## src/rtl/uart_rx.sv

```systemverilog
// uart_rx: 8N1 receiver (8E1 when UART_RX_PARITY_EN is defined) with mid-bit sampling and frame/overrun/parity flags.
// Latency: rx_valid rises 1 clk after the stop-bit sample, about 9.5 bit times after the start edge plus SYNC_STAGES clocks.
// Backpressure: the line is never stalled; a byte that completes while rx_valid is held without rx_ready is dropped with overrun_err.
module uart_rx #(
  parameter int CLK_FREQUENCY = 50000000,
  parameter int BAUD_RATE     = 115200,
  parameter int SYNC_STAGES   = 2
) (
  input  logic       clk,
  input  logic       rst,
  input  logic       uart_rxd,
  output logic [7:0] rx_data,
  output logic       rx_valid,
  input  logic       rx_ready,
  output logic       frame_err,
  output logic       overrun_err,
  output logic       parity_err
);

  localparam int BIT_DIV  = (CLK_FREQUENCY + BAUD_RATE / 2) / BAUD_RATE;
  localparam int HALF_DIV = BIT_DIV / 2;
  localparam int CNT_W    = $clog2(BIT_DIV);
  localparam logic [CNT_W-1:0] BIT_LAST  = CNT_W'(BIT_DIV - 1);
  localparam logic [CNT_W-1:0] HALF_LAST = CNT_W'(HALF_DIV - 1);

`ifdef UART_RX_PARITY_EN
  typedef enum logic [2:0] {IDLE, START, DATA, PARITY, STOP, BREAK} state_t;
`else
  typedef enum logic [2:0] {IDLE, START, DATA, STOP, BREAK} state_t;
`endif

  state_t           state_q, state_d;
  logic [CNT_W-1:0] cnt_q, cnt_d;
  logic [2:0]       bit_q, bit_d;
  logic [7:0]       shift_q, shift_d;
  logic [SYNC_STAGES-1:0] sync_q;
  logic             rxd_s;
  logic             rxd_prev;
  logic             stop_sample;
  logic             par_bad;
  logic             frame_hit;
  logic             parity_hit;
  logic             byte_good;
  logic             overrun_hit;
  logic             load;

  // Synchroniser presets to the idle level so reset never fakes a start edge.
  always_ff @(posedge clk) begin
    if (rst) begin
      sync_q   <= '1;
      rxd_prev <= 1'b1;
    end else begin
      sync_q   <= {sync_q[SYNC_STAGES-2:0], uart_rxd};
      rxd_prev <= rxd_s;
    end
  end

  assign rxd_s = sync_q[SYNC_STAGES-1];

`ifdef UART_RX_PARITY_EN
  logic par_q, par_d;
  always_ff @(posedge clk) begin
    if (rst) par_q <= 1'b0;
    else     par_q <= par_d;
  end
  // Even parity: data plus parity bit must carry an even number of ones.
  assign par_bad = ^{par_q, shift_q};
`else
  assign par_bad = 1'b0;
`endif

  always_ff @(posedge clk) begin
    if (rst) begin
      state_q <= IDLE;
      cnt_q   <= '0;
      bit_q   <= '0;
      shift_q <= '0;
    end else begin
      state_q <= state_d;
      cnt_q   <= cnt_d;
      bit_q   <= bit_d;
      shift_q <= shift_d;
    end
  end

  always_comb begin
    state_d     = state_q;
    cnt_d       = cnt_q + 1'b1;
    bit_d       = bit_q;
    shift_d     = shift_q;
    stop_sample = 1'b0;
`ifdef UART_RX_PARITY_EN
    par_d       = par_q;
`endif
    case (state_q)
      IDLE: begin
        cnt_d = '0;
        if (rxd_prev && !rxd_s) state_d = START;
      end
      START: begin
        if (cnt_q == HALF_LAST) begin
          cnt_d   = '0;
          bit_d   = '0;
          state_d = rxd_s ? IDLE : DATA;
        end
      end
      DATA: begin
        if (cnt_q == BIT_LAST) begin
          cnt_d   = '0;
          shift_d = {rxd_s, shift_q[7:1]};
          if (bit_q == 3'd7) begin
`ifdef UART_RX_PARITY_EN
            state_d = PARITY;
`else
            state_d = STOP;
`endif
          end else begin
            bit_d = bit_q + 3'd1;
          end
        end
      end
`ifdef UART_RX_PARITY_EN
      PARITY: begin
        if (cnt_q == BIT_LAST) begin
          cnt_d   = '0;
          par_d   = rxd_s;
          state_d = STOP;
        end
      end
`endif
      STOP: begin
        if (cnt_q == BIT_LAST) begin
          cnt_d       = '0;
          stop_sample = 1'b1;
          state_d     = rxd_s ? IDLE : BREAK;
        end
      end
      BREAK: begin
        // Hold here until the line returns high so a long break reports once.
        cnt_d = '0;
        if (rxd_s) state_d = IDLE;
      end
      default: begin
        cnt_d   = '0;
        state_d = IDLE;
      end
    endcase
  end

  assign frame_hit   = stop_sample && !rxd_s;
  assign parity_hit  = stop_sample && rxd_s && par_bad;
  assign byte_good   = stop_sample && rxd_s && !par_bad;
  assign overrun_hit = byte_good && rx_valid && !rx_ready;
  assign load        = byte_good && (!rx_valid || rx_ready);

  always_ff @(posedge clk) begin
    if (rst) begin
      rx_data     <= 8'h00;
      rx_valid    <= 1'b0;
      frame_err   <= 1'b0;
      overrun_err <= 1'b0;
    end else begin
      frame_err   <= frame_hit;
      overrun_err <= overrun_hit;
      if (load) begin
        rx_data  <= shift_q;
        rx_valid <= 1'b1;
      end else if (rx_valid && rx_ready) begin
        rx_valid <= 1'b0;
      end
    end
  end

`ifdef UART_RX_PARITY_EN
  always_ff @(posedge clk) begin
    if (rst) parity_err <= 1'b0;
    else     parity_err <= parity_hit;
  end
`else
  assign parity_err = 1'b0;
`endif

endmodule

```

## config.mk

```make
export PLATFORM = sky130hd
export DESIGN_NAME = uart_rx
export DESIGN_NICKNAME = d
export VERILOG_FILES = /design/src/rtl/uart_rx.sv
export SDC_FILE = /design/constraint.sdc
export NUM_CORES = 1
export LEC_CHECK = 0
export CAP_MARGIN = 15
export CELL_PAD_IN_SITES_DETAIL_PLACEMENT = 1
export CELL_PAD_IN_SITES_GLOBAL_PLACEMENT = 1
export CORE_AREA = 2 2 70 72
export CTS_CLUSTER_DIAMETER = 100
export DETAILED_ROUTE_END_ITERATION = 10
export DIE_AREA = 0 0 72 74
export HOLD_SLACK_MARGIN = 0.03
export PLACE_DENSITY = 0.78
export SLEW_MARGIN = 20
export SYNTH_ARGS = -nofsm -noshare
export SYNTH_HDL_FRONTEND = slang
export SYNTH_SLANG_ARGS = --single-unit
export TNS_END_PERCENT = 50
```

## constraint.sdc

```tcl
create_clock -name clk -period 1.9 [get_ports clk]
set_input_delay 0.38 -clock clk [delete_from_list [all_inputs] [get_ports clk]]
set_output_delay 0.38 -clock clk [all_outputs]
set_load 0.1 [all_outputs]
```

# Yosys cells after proc, flatten, opt, wreduce, memory -nomap -nowiden
# Cells that the tools add are included.
word_totals:
  reg_bits: 37
  inputBits: 4
classes:
  muxes: 20
  eq_ne: 14
  n_reduce_logical: 18
  n_addsub: 2
ops:
  columns: ["cell", "count"]
  rows:
  - ["3-bit two-way mux", 10]
  - ["9-bit two-way mux", 2]
  - ["9-bit case mux with 2 select lines", 1]
  - ["3-bit case mux with 5 select lines", 1]
  - ["2-bit != test, second input constant", 7]
  - ["9-bit by 1-bit adder with 9-bit output, second input constant", 1]
  - ["9-bit by 8-bit equality test with 1-bit output, second input constant", 1]
  - ["9-bit equality test, second input constant", 1]
  - ["1-bit logical AND", 7]
  - ["3-bit by 2-bit equality test with 1-bit output, second input constant", 2]
  - ["3-bit equality test, second input constant", 2]
  - ["3-bit case mux with 2 select lines", 1]
  - ["6-bit AND reduction", 1]
  - ["1-bit two-way mux", 4]
  - ["4-bit AND reduction", 1]
  - ["2-bit nonzero test", 2]
  - ["3-bit by 1-bit adder with 3-bit output, second input constant", 1]
  - ["3-bit by 1-bit equality test with 1-bit output, second input constant", 1]
  - ["1-bit zero test", 3]
  - ["3-bit zero test", 1]
  - ["2-bit two-way mux", 1]
  - ["2-bit AND reduction", 1]
  - ["2-bit OR reduction", 1]
  - ["1-bit logical OR", 1]

# Depth between registers and ports, before layout
depth:
  ltp_word: 6
  mapped_depth: 7
  depth_no_buf: 6

# Least setup slack after synthesis
# Ideal clock, no wire load.
synth_path:
  path_kind: "reg-to-reg"
  startpoint: "register cnt_q[0]"
  endpoint: "register state_q[0]"
  period_less_slack_ns: 1.865
  path_slack_ns: 0.035
  arrival_time_ns: 1.742
  setup_ns: 0.123
  path_stages_with_launch: 6
  path_cell_list: "dfxtp_1 -> ha_1 -> nand4bb_4 -> or2_4 -> a311oi_4 -> mux2_1"
synth_between:
  elab_chain_cells: 3
  word_cells_on_any_way: 6
  cone_classes: "5 x eq/ne; 1 x reduce/logical"
synth_rtl:
  columns: ["element", "line_no", "source"]
  rows:
  - ["from (decl)", "33", "logic [CNT_W-1:0] cnt_q, cnt_d;"]
  - ["from (signal assigned)", "80", "cnt_q <= cnt_d;"]
  - ["9-bit equality test or 9-bit by 8-bit equality test with 1-bit output (tied branches)", "108, 132, 101", null]
  - ["2-bit != test (no line)", null, null]
  - ["6-bit AND reduction (no line) (*)", null, null]
  - ["to (signal assigned)", "79", "state_q <= state_d;"]
  - ["to (decl)", "32", "state_t state_q, state_d;"]
# Mark *: on every way between the ends. The rest lies on a longest branch, timed or not.
# A chain may end at the register's enable or synchronous reset.

# Worst setup path after layout
layout_path:
  startpoint: "register cnt_q[1]"
  endpoint: "register state_q[0]"
# Same word-level chain as after synthesis.

==> results by group <==
Outcome
  – Run status: complete, no violations

Drt
  – First-pass DRT Iterations: 4
  – DRT met1 WL: between 1.5 and 2 mm
  – Vias per Instance: ~5.2
  – Top Metal Used: met4
  – DR iter-0 viols: 55
  – DRT antenna net count: 0
  – DR DRC count: 0
  – Met2 Routed Length: 1.83 mm
  – Routed vias: 1327
  – Routed WL: 3.67 mm
  – WL met3: 126 microns
  – Wire length per cell: 14.4 microns

Power
  – Leakage: 0.857 nW
  – Clk pwr share: roughly 40%
  – Psw: 0.000461 W
  – Gate power share: 15.4%
  – Seq pwr share: 45.2%
  – Power density cells: 867 nW/um^2
  – VDD IR-drop max: 0.290 mV
  – Int Power: 0.00136 W
  – Switching Share: between 20% and 30%
  – Total power: about 0.0018 W

Global route
  – Global-route wire length before repair: approximately 6.3 mm
  – Largest net degree at the start of global routing: 18
  – Vias in the first global route: 1291
  – Total grt overflow: 0
  – Antenna violations before repair: 0
  – Global Route Usage Sum: 15.5%

Timing
  – Highest clock rate: 558 MHz
  – Final worst-path cycle share: 94.3%
  – Setup total negative slack: 0 ps
  – Tightest Pin Transition: approximately 520 ps
  – # setup viols final: 0
  – Hold Fails Final Rpt: 0
  – Final Critical Period: 1790 ps
  – Fin. max-slew vios: 0
  – Post-Route Skew: ~7.7 ps
  – Max-slew headroom: 65.2%

Hold path
  – Hold path cells: 1
  – Hold Crit Start: sync_q[0]
  – Hold Crit Class: flop to flop
  – WHS Endpoint: sync_q[1]

Final layout
  – Area grow syn2layout: 22.6%
  – Final non-filler cell total: 255
  – Number of diodes: 0
  – Layout cell share with drive strength beyond 1: 24.4%
  – Final Core Density: 45.7%
  – Layout Nets: 209
  – Finished Cell Area: 2100 sq um

Placed design
  – Dpl cell area: 1950 sq um
  – Final GP Congestion: approximately 0.75
  – Port Buffers: 14
  – Placed insts: roughly 250
  – Hpwl dp: 2.54 mm

Critical path
  – Reg-to-Reg End: state_q[0]
  – R2R setup slack: 110 ps
  – Crit end category: flop
  – R2r startpoint: cnt_q[1]
  – Worst setup SP type: flop
  – Crit-path leading delay family: simple AND/OR/NAND/NOR gates
  – Stages on worst setup path: 6
  – CP bufs+invs: 1
  – Worst-path maximum fanout: 4
  – Crit path arrival time: 1970 ps
  – CP max stage cell: a311oi_4
  – Worst endpoint required time: between 2000 and 2500 ps
  – Worst Path Class, Setup: flop to flop
  – FF-to-FF path depth: 6
  – CP peak stage delay: approximately 370 ps
  – Worst path cell trace: inv_2, ha_4, nand4bb_4, or2_4, a311oi_4, mux2_4

Floorplanning
  – Initial Util: 37.3%
  – Die Width: 72 microns
  – Vert. Die Dim: 74 microns
  – Io pins: 16
  – Row count: 25
  – Core area: 4600 sq um
  – Die area: 5330 sq um

Clocking
  – TritonCTS sink count: 37
  – Hold-fix buffers, CTS: 0
  – Clk_lat worst skew: ~300 ps
  – Clk pin slew, worst setup/hold paths: around 70 ps
  – Root Buffer: clkbuf_8
  – Total CTS buffers: 5
  – CTS tree: done
  – Max Root-Sink Buffers: 2
  – CTS H-tree lvls: 2

Yosys
  – Post-synth EDFFs: 0
  – Register bit count reported by yosys: 37
  – Netlist Area Pre-Place: 1710 sq um
  – Sequential-to-total area share from yosys stat: 43.2%
  – Syn. warnings: 0
  – Most used DFF post-synth: dfxtp_1
  – Syn avg cell area: 9.84 sq um
  – Mapped Cells: between 150 and 200
  – Ys async rst share: 0%
  – Synth Net Count: about 180
  – Yosys cell types: 45

Job
  – Maxcap violations: 0
-- metal layers --
layer / track usage (%) / vias up
met5: 0 / -
met4: 8.39 / 0
met3: 4.20 / 9
met2: 25.5 / 19
met1: 18.5 / 643
li1: - / 656
-- how the worst max path moves through the flow --
| stage | end | from |
|---|---|---|
| 2_1_floorplan | state_q[0] | cnt_q[0] |
| 3_3_place_gp | state_q[2] | cnt_q[1] |
| 3_5_place_dp | state_q[0] | cnt_q[1] |
| 4_1_cts | state_q[0] | cnt_q[1] |
| 5_1_grt | state_q[0] | state_q[1] |
| 6_report | state_q[0] | cnt_q[1] |
-- cells in the final DEF, fill, tap and decap left out, drive strengths merged, types with 5 or more instances in the layout --
cell / synthesis / final
dfxtp: 37 / 37
xor2: 6 / 6
a21oi: 10 / 10
clkbuf: 4 / 6
buf: 5 / 25
o21ai: 10 / 10
inv: 7 / 7
ha: 5 / 5
nor2: 20 / 20
mux2: 5 / 5
nand3: 12 / 12
mux2i: 9 / 9
-- kinds of logic (layout without fill, tap and decap cells) --
kind of cell	count (synthesis)	after routing	synth area share, %
flip-flops	37	37	43.2
buffers and inverters	16	43	4.46
XOR/XNOR	7	7	3.58
AO/OA/AOI/OAI	27	27	11.2
multiplexers	14	14	8.55
AND/OR/NAND/NOR	67	67	25.1
adder cells (fa/ha/maj)	5	5	3.65
other	1	1	0.219
-- cell type report --
cell class | count | area (sq um)
inverter | 7 | 26.3
clock buffer | 6 | 82.6
sequential | 37 | 742
timing repair buffer | 28 | 218
multi-input combinational | 121 | 927
clock inverter | 2 | 37.5
tap | 54 | 67.6
fill | 523 | 2500
-- repair_timing --
action | 4_1_cts | 5_1_grt
setup endpoints to repair | 1 | 3
pin swaps | 1 | 2
gates resized for setup | 1 | 7
setup buffers | 0 | 0
-- state kept, by name, summed over array words and instances (netlist names) --
name	count
frame_err	1
rxd_prev	1
cnt_q	9
rx_valid	1
overrun_err	1
sync_q	2
rx_data	8
shift_q	8
bit_q	3
state_q	3
-- power by group through the flow --
stage                     Clock, W  Combinational, W  Sequential (W)
after floorplan                  0          0.000182        0.000832
after global placement           0          0.000255        0.000835
after detailed placement         0          0.000260        0.000837
after CTS                 0.000745          0.000265        0.000818
after global routing      0.000764          0.000308        0.000827
final                     0.000717          0.000280        0.000823
-- synthesized netlist by cell type, types with 2 or more instances --
cell type  instances  share of area, %
inv_1              7               1.5
and4b_1            2               1.2
nand2_1            4              0.88
nor2_1            20               4.4
nand3_1           11               3.2
dfxtp_1           37                43
nand4_1            2              0.73
o21a_1             2              0.88
xor2_1             6               3.1
o21ai_1            8               2.3
nor2b_1            4               1.5
or3b_1             2               1.0
a21oi_1            9               2.6
and3_1             3               1.1
mux2i_1            9               5.3
ha_1               5               3.7
and4bb_1           2               1.5
mux2_1             5               3.3
o21ai_0            2              0.58
or2_1              2              0.73
nor3_1             3              0.88
clkbuf_1           4              0.88
a211o_1            2               1.0
buf_4              2              0.88
-- stage by stage --
stage               worst slack (ps)  hold slack (ps)
finish                           109              425
global route                   -2.13              454
CTS                             30.7              429
detailed placement              21.8              408
global placement                82.8              405
floorplan                       34.8              383
(Power assumes the default switching activity.)
